[config.mk]
export PLATFORM = sky130hd
export DESIGN_NAME = display_scan_ctrl
export DESIGN_NICKNAME = d
export VERILOG_FILES = /design/src/rtl/disp_pkg.sv /design/src/rtl/scan_timer.sv /design/src/rtl/display_scan_ctrl.sv
export SDC_FILE = /design/constraint.sdc
export NUM_CORES = 1
export LEC_CHECK = 0
export ABC_AREA = 1
export BUFFER_PORTS_ARGS = -buffer_cell sky130_fd_sc_hd__clkbuf_2
export CAP_MARGIN = 10
export CORE_MARGIN = 8
export CORE_UTILIZATION = 55
export CTS_CLUSTER_SIZE = 24
export DETAILED_ROUTE_END_ITERATION = 10
export PLACE_DENSITY = 0.74
export SYNTH_ARGS = -nofsm -noshare
export SYNTH_HDL_FRONTEND = slang
export SYNTH_SLANG_ARGS = --single-unit
export TNS_END_PERCENT = 5
[constraint.sdc]
create_clock -name clk -period 2.6 [get_ports clk]
set_clock_uncertainty 0.2 [all_clocks]
set_input_delay 0.26 -clock clk [delete_from_list [all_inputs] [get_ports clk]]
set_output_delay 0.26 -clock clk [all_outputs]
set_load 0.01 [all_outputs]
[src/rtl/disp_pkg.sv]
`default_nettype none
// ============================================================================
// Module      : disp_pkg
// Description : Shared constants for the 7-segment scan controller.
//               Alphanumeric codes understood by the cathode decoder and the
//               display mode encodings.
// Revision    : 1.0 - initial release
// ============================================================================
package disp_pkg;

    // Codes above 15 are letters and symbols; 0..15 are plain hex digits.
    localparam logic [4:0] CODE_P    = 5'd16;
    localparam logic [4:0] CODE_DASH = 5'd17;
    localparam logic [4:0] CODE_A    = 5'd10;
    localparam logic [4:0] CODE_S    = 5'd5;

    typedef enum logic [1:0] {
        MODE_HEX   = 2'b00,
        MODE_DASH  = 2'b01,
        MODE_PASS  = 2'b10,
        MODE_BLANK = 2'b11
    } mode_e;

endpackage : disp_pkg
`default_nettype wire

[src/rtl/scan_timer.sv]
`default_nettype none
// ============================================================================
// Module      : scan_timer
// Description : Digit-slot timebase. Counts REFRESH_DIV cycles per slot,
//               steps the digit index 0..3, flags the frame boundary (last
//               cycle of digit 3) and emits a registered frame tick that is
//               high in the first cycle of the new frame.
// Ports       : clk, rst          - clock, synchronous active-high reset
//               o_div_cnt         - position inside the current slot
//               o_digit           - current digit slot
//               o_boundary        - combinational, last cycle of the frame
//               o_frame_tick      - one-cycle pulse after the boundary edge
// Revision    : 1.0 - initial release
// ============================================================================
module scan_timer #(
    parameter int REFRESH_DIV = 100000,
    parameter int CNT_W       = $clog2(REFRESH_DIV)
) (
    input  logic             clk,
    input  logic             rst,
    output logic [CNT_W-1:0] o_div_cnt,
    output logic [1:0]       o_digit,
    output logic             o_boundary,
    output logic             o_frame_tick
);

    localparam logic [CNT_W-1:0] c_last_cnt = CNT_W'(REFRESH_DIV - 1);

    logic [CNT_W-1:0] r_div_cnt;
    logic [1:0]       r_digit;
    logic             r_frame_tick;
    logic             w_wrap;

    // Exact-equality wrap so non-power-of-two dividers work unchanged.
    assign w_wrap     = (r_div_cnt == c_last_cnt);
    assign o_boundary = w_wrap && (r_digit == 2'd3);

    always_ff @(posedge clk) begin
        if (rst) begin
            r_div_cnt    <= '0;
            r_digit      <= 2'd0;
            r_frame_tick <= 1'b0;
        end else begin
            r_frame_tick <= o_boundary;
            if (w_wrap) begin
                r_div_cnt <= '0;
                r_digit   <= r_digit + 2'd1;
            end else begin
                r_div_cnt <= r_div_cnt + CNT_W'(1);
            end
        end
    end

    assign o_div_cnt    = r_div_cnt;
    assign o_digit      = r_digit;
    assign o_frame_tick = r_frame_tick;

endmodule : scan_timer
`default_nettype wire

[src/rtl/display_scan_ctrl.sv]
`default_nettype none
// ============================================================================
// Module      : display_scan_ctrl
// Description : Time-multiplexed scan controller for a 4-digit common-anode
//               7-segment display. New content is accepted into a pending
//               buffer and copied into the shadow (displayed) buffer only at
//               a frame boundary, so a frame is never torn. All anodes are
//               blanked for GUARD cycles at the start of every slot.
// Ports       : clk, reset        - clock, synchronous active-high reset
//               load              - one-cycle request to accept new content
//               data_in, mode_in  - display word and mode
//               ready             - a load will be accepted this cycle
//               alphan            - code to the cathode decoder
//               an                - anode enables, active-low
//               digit_sel         - current digit slot
//               frame_tick        - one-cycle pulse at frame start
// Revision    : 1.0 - initial release
// ============================================================================
module display_scan_ctrl
    import disp_pkg::*;
#(
    parameter int REFRESH_DIV = 100000,
    parameter int GUARD       = 200
) (
    input  logic        clk,
    input  logic        reset,
    input  logic        load,
    input  logic [15:0] data_in,
    input  logic [1:0]  mode_in,
    output logic        ready,
    output logic [4:0]  alphan,
    output logic [3:0]  an,
    output logic [1:0]  digit_sel,
    output logic        frame_tick
);

    localparam int CNT_W = $clog2(REFRESH_DIV);

    logic [CNT_W-1:0] w_div_cnt;
    logic [1:0]       w_digit;
    logic             w_boundary;
    logic             w_in_guard;
    logic [15:0]      w_shifted;

    logic [15:0]      r_pending_data;
    mode_e            r_pending_mode;
    logic             r_pending_valid;
    logic [15:0]      r_shadow_data;
    mode_e            r_shadow_mode;

    scan_timer #(
        .REFRESH_DIV (REFRESH_DIV),
        .CNT_W       (CNT_W)
    ) u_scan_timer (
        .clk          (clk),
        .rst          (reset),
        .o_div_cnt    (w_div_cnt),
        .o_digit      (w_digit),
        .o_boundary   (w_boundary),
        .o_frame_tick (frame_tick)
    );

    // The buffer accepts a new word only when empty; a load arriving in the
    // boundary cycle lands in pending and waits for the next boundary,
    // because the transfer below looks at the pre-edge pending_valid.
    assign ready = !r_pending_valid;

    always_ff @(posedge clk) begin
        if (reset) begin
            r_pending_data  <= 16'h0000;
            r_pending_mode  <= MODE_DASH;
            r_pending_valid <= 1'b0;
            r_shadow_data   <= 16'h0000;
            r_shadow_mode   <= MODE_DASH;
        end else begin
            if (w_boundary && r_pending_valid) begin
                r_shadow_data   <= r_pending_data;
                r_shadow_mode   <= r_pending_mode;
                r_pending_valid <= 1'b0;
            end
            if (load && ready) begin
                r_pending_data  <= data_in;
                r_pending_mode  <= mode_e'(mode_in);
                r_pending_valid <= 1'b1;
            end
        end
    end

    assign digit_sel  = w_digit;
    assign w_in_guard = (int'(w_div_cnt) < GUARD);
    assign w_shifted  = r_shadow_data >> {w_digit, 2'b00};

    always_comb begin
        an = 4'b1111;
        if (!w_in_guard && (r_shadow_mode != MODE_BLANK)) begin
            an = ~(4'b0001 << w_digit);
        end
    end

    always_comb begin
        alphan = CODE_DASH;
        case (r_shadow_mode)
            MODE_HEX:  alphan = {1'b0, w_shifted[3:0]};
            MODE_PASS: begin
                case (w_digit)
                    2'd3:    alphan = CODE_P;
                    2'd2:    alphan = CODE_A;
                    default: alphan = CODE_S;
                endcase
            end
            // Blank keeps a fixed code so the outputs stay deterministic
            // even though no anode is lit.
            default:   alphan = CODE_DASH;
        endcase
    end

endmodule : display_scan_ctrl
`default_nettype wire

### Yosys cells after proc, flatten, opt, wreduce, memory -nomap -nowiden

Index checks and enable logic that the tools add are counted.

| cells by class | value |
|---|---|
| $add $sub $neg | 2 |
| magnitude comparators | 1 |
| equality and inequality tests | 5 |
| shifts and indexed selects | 2 |
| multiplexer cells | 5 |
| bitwise operators | 1 |
| reduce and logical (&&, ||, !) cells | 9 |

Operators with widths:

| cell | count |
|---|---|
| $pmux 5 s2 | 2 |
| $add 17x1->17 const B | 1 |
| $eq 17x17->1 const B | 1 |
| $lt 17x8->1 const B | 1 |
| $shr 16x4->4 | 1 |
| $eq 2x2->1 const B | 3 |
| $logic_and 1x1->1 | 4 |
| $mux 4 | 1 |
| $not 4->4 | 1 |
| $shl 1x2->4 const A | 1 |
| $add 2x1->2 const B | 1 |
| $logic_not 1->1 | 2 |
| $logic_not 2->1 | 1 |
| $mux 1 | 2 |
| $ne 2x2->1 const B | 1 |
| $reduce_bool 2->1 | 1 |
| $reduce_or 2->1 | 1 |

| word-level totals | value |
|---|---|
| bits in registers | 57 |
| input port bits | 21 |
| word-level logic and storage cells | 33 |

### Longest topological paths before layout

| depth | value |
|---|---|
| depth after elaboration | 5 |
| gate-level depth with buffers | 8 |
| mapped depth without buffers | 8 |

### Modules after synthesis

From an unflattened synthesis, not the netlist that was laid out.

| unflattened totals | value |
|---|---|
| cell total of the unflattened synthesis | 386 |
| area, all modules | 2,641.3 um^2 |

Modules (own cells, without submodules):

| module | instances | cells each | area each (um^2) | seq. area each (um^2) |
|---|---|---|---|---|
| display_scan_ctrl | 1 | 235 | 1,609.0 | 740.7 |
| scan_timer | 1 | 151 | 1,032.2 | 400.4 |

### Worst setup path after synthesis

No wires, ideal clock.

| timing path | value |
|---|---|
| path kind | reg-to-output |
| start point | register u_scan_timer.r_digit[0], in the netlist u_scan_timer.o_digit[0] |
| end point | output port alphan[0] |
| arrival time | 1,259 ps |
| setup slack | 881 ps |
| stages on the path, launching flop included | 7 |
| path buffers | 1 |
| cell sequence | dfxtp_1 -> clkbuf_1 -> inv_1 -> ha_1 -> nor2_1 -> nand2_1 -> nand3_1 |

| between the ends | value |
|---|---|
| word-level cells in the longest chain between the ends | 3 |
| elaborated cells on any way between the ends | 5 |

Ends and longest elaborated chain:

| what | RTL line | text |
|---|---|---|
| start: declaration | scan_timer.sv:30 | `logic [1:0] r_digit;` |
| start signal: assignment | scan_timer.sv:47 | `r_digit <= r_digit + 2'd1;` |
| parallel branches: the longest is 2 deep, another holds $shr 16x4->4 | n/a |  |
| $pmux 5 s2 * | display_scan_ctrl.sv:102 | `case (r_shadow_mode)` |
| end: declaration | display_scan_ctrl.sv:31 | `output logic [4:0] alphan,` |

Mark *: on every way between the ends.

### Worst setup path after layout

| timing path | value |
|---|---|
| start point | input port load |
| end point | register r_pending_mode[1] |

| between the ends | value |
|---|---|
| word-level cells in the longest chain between the ends | 1 |

Ends and longest elaborated chain:

| what | RTL line | text |
|---|---|---|
| start: declaration | display_scan_ctrl.sv:27 | `input logic load,` |
| $logic_and 1x1->1 | display_scan_ctrl.sv:81 | `if (load && ready) begin` |
| end signal: assignment | display_scan_ctrl.sv:83 | `r_pending_mode <= mode_e'(mode_in);` |
| end: declaration | display_scan_ctrl.sv:46 | `mode_e r_pending_mode;` |

No other way between the ends.
A chain may end at the register's enable or synchronous reset.

==> summary.txt <==
Run status
  • Status: completed

Route
  • Router iterations before antenna repair: 4
  • Drt total wl: around 5600 um
  • DRT antenna net count: 0
  • DR DRC count: 0
  • Violation count after the first detailed-route iteration: approximately 160
  • Routed len/inst: 11.79 um
  • Total number of vias: 2345
  • Vias per cell: ~4.9

Yosys
  • Post-synth top area share: between 40% and 50%
  • Mapped Cells: 369
  • Post-synthesis sequential area ratio: approximately 45%
  • Synth area leaders: dfxtp_1 45%, nor2_1 14%, nand2_1 11%, inv_1 5.7%, o21ai_0 5.7%
  • Syn nets: roughly 400
  • Post-synthesis cell area: 2555 um2
  • Distinct cells, synth: 22
  • #FFs+latches synth: 57
  • Avg Cell Area, Syn: 6.924 um2
  • Synth area leader: dfxtp_1
  • Syn. warnings: 0

Clock network
  • Post-CTS Resized: 0
  • Worst-path clk slew: 60 ps
  • CTS HTree Levels: 3
  • Sink Count: between 50 and 60
  • CTS max path bufs: 2
  • Setup Fix Bufs, Post-CTS: 0
  • CTS tree: yes
  • CTS Hold Bufs: 20
  • Root buf cell: clkbuf_8
  • CTS Buf Count: 9
  • Clock Latency Late Sink: 330 ps

Worst setup path
  • Worst-path cell chain: dlygate4sd3_1 -> clkbuf_2 -> inv_1 -> nor2_1 -> inv_2 -> nor2_1 -> nor2_1
  • Critical Path Fanout Max: 19
  • Crit-path max cell delay: between 700 and 800 ps
  • Critical path's slowest cell: nor2_1
  • Crit end category: flip-flop
  • Arr. time, crit path: ~2300 ps
  • Cell mode on critical path: nor2_1
  • Critical path class: in2reg
  • Critical Path Source Type: primary input
  • CP required: about 2600 ps

STA
  • Sum Neg Setup Slack: 0 ps
  • Slew Limit Headroom: ~32%
  • Max frequency: approximately 0.44 GHz
  • RSZ-0062 raised after global routing: no
  • Final hold violation count: 0
  • Fin crit share: 87.31%
  • Worst slew pin tran: roughly 1000 ps
  • Final min period: roughly 2300 ps
  • Final Max Tran Viols: 0
  • Final Setup Violations: 0

Global route
  • GRT overflow: 0
  • Vias in the first global route: roughly 2.3k
  • Largest net degree at the start of global routing: ~40
  • Initial antenna violation count: 0
  • First-pass GRT wire length: 10190 um
  • Total Routing Usage GR: 17.24%

Final layout
  • Fin nets: 449
  • Share of layout cells above drive strength 1: 13.58%
  • FF+latch area: approximately 1100 um2
  • Filler cells: 373
  • Multi-input gate area: around 1200 um2
  • Ant diodes: 0
  • Area growth syn-to-layout: 22.53%
  • Final Non-Filler Cells: around 480

Die
  • Core area: between 4000 and 5000 um2
  • Die H: between 80 and 90 um
  • Die area: 7082 um2
  • Top Ports: 34
  • Die X: between 80 and 90 um
  • Initial Util: slightly below 60%
  • Cell Rows: 24

Power
  • Cell Pwr Density: between 500 and 600 nW/um2
  • Leak Pwr: around 1.5 nW
  • Worst vdd ir: 318.2 uV

Flow run
  • MaxCap Viol Count: 0

Placed design
  • Gpl congestion: 0.8652
  • Dpl cells: roughly 440
  • Port-buffer cells: 33
  • Final HPWL DP: between 3000 and 4000 um

Worst hold path
  • Worst min-delay path category: reg2reg
[cells in the final DEF, fill, tap and decap left out]
cell           instances
xnor2_1                2
nand2_1               72
xor2_1                 4
nand2_2                2
inv_1                 39
nor2_2                 1
nor2_1                95
a21oi_1               16
nor3_4                 2
clkbuf_2              33
nand3_1               16
nand4_1                3
nand3_2                1
clkinv_2               3
o211ai_1               3
nor3b_1                1
nand4_4                1
inv_2                  1
nor3_1                 7
clkbuf_8              12
dfxtp_1               57
dlygate4sd3_1         20
ha_1                   5
o21ai_0               29
buf_4                  2
[power breakdown]
group	internal (W)	switching [W]	total, W
clock network	0.000413	0.000335	0.000749
registers	0.000901	0.0000150	0.000916
logic	0.0000482	0.0000504	0.0000987
[final cells by class]
| type | instances | area share [%] |
|---|---|---|
| repair buffers | 55 | 12.15 |
| inverters | 40 | 4.796 |
| well taps | 52 | 2.078 |
| multi-input cells | 260 | 38.77 |
| clock buffers | 12 | 5.276 |
| flip-flops and latches | 57 | 36.45 |
| clock inverters | 3 | 0.4796 |
[registers in the layout, indices dropped and copies added (netlist names)]
| signal | cells |
|---|---|
| r_pending_data | 16 |
| r_pending_mode | 2 |
| r_pending_valid | 1 |
| r_shadow_data | 16 |
| r_shadow_mode | 2 |
| u_scan_timer.o_digit | 2 |
| u_scan_timer.o_div_cnt | 17 |
| u_scan_timer.o_frame_tick | 1 |
[path summary, 6_finish.rpt]
| path | to | slack, ps | start | cells after the start |
|---|---|---|---|---|
| setup / recovery | r_pending_mode[1]$_SDFFE_PP0P_ | 330 | load | 7 |
| hold / removal | u_scan_timer.o_div_cnt[0]$_SDFF_PP0_ | 250 | u_scan_timer.o_div_cnt[0]$_SDFF_PP0_ | 1 |
| setup reg to reg | r_pending_mode[1]$_SDFFE_PP0P_ | 530 | r_pending_valid$_SDFFE_PP0P_ | 4 |
| hold reg to reg | u_scan_timer.o_div_cnt[0]$_SDFF_PP0_ | 250 | u_scan_timer.o_div_cnt[0]$_SDFF_PP0_ | 1 |
[routing by layer]
| layer | up-vias | GRT usage [%] | part of all wire [%] | wire length, um |
|---|---|---|---|---|
| met5 | - | 0 | 0 | 0 |
| met4 | 0 | 8.163 | 1.7 | 94 |
| met3 | 8 | 5.700 | 6.5 | 368 |
| met2 | 54 | 25.21 | 43 | 2426 |
| met1 | 1023 | 22.27 | 49 | 2756 |
| li1 | 1260 | - | - | - |
[worst max-delay path, delay by kind of cell]
kind                   cells  cell delay, ps
buffers and inverters      4            1020
and+or+nand+nor            3             990
[logic make-up after synthesis]
logic type / Yosys count / synth area share, %
xor+xnor: 6 / 2.057
compound gates: 48 / 9.696
simple gates: 201 / 33.30
fa+ha+maj: 5 / 2.449
flops: 57 / 44.66
buf+inv: 52 / 7.835
[synthesized netlist by cell type]
library cell / count
nand3_1: 16
ha_1: 5
nor2_1: 95
clkbuf_1: 8
xor2_1: 4
inv_1: 39
o211ai_1: 3
nand2_2: 2
nand4_1: 3
buf_2: 4
dfxtp_1: 57
o21ai_0: 29
a21oi_1: 16
nand4_4: 1
inv_2: 1
nor3_1: 7
nand3_2: 1
nor3b_1: 1
nor2_2: 1
nor3_4: 2
xnor2_1: 2
nand2_1: 72
[stage by stage]
stage	utilization [%]	cell area [um2]	setup slack, ps	power [W]	hold WS [ps]
final	70.92	3131	329.8	0.001763	247.7
after global routing	70.92	3131	98.23	0.001840	258.7
after floorplan	-	2555	881.3	0.0009798	136.8
after detailed placement	62.30	2750	532.7	0.001009	241.2
after global placement	62.30	2750	557.2	0.001007	229.5
after CTS	70.92	3131	240.2	0.001777	249.8
Power figures use the tool's default switching activity.
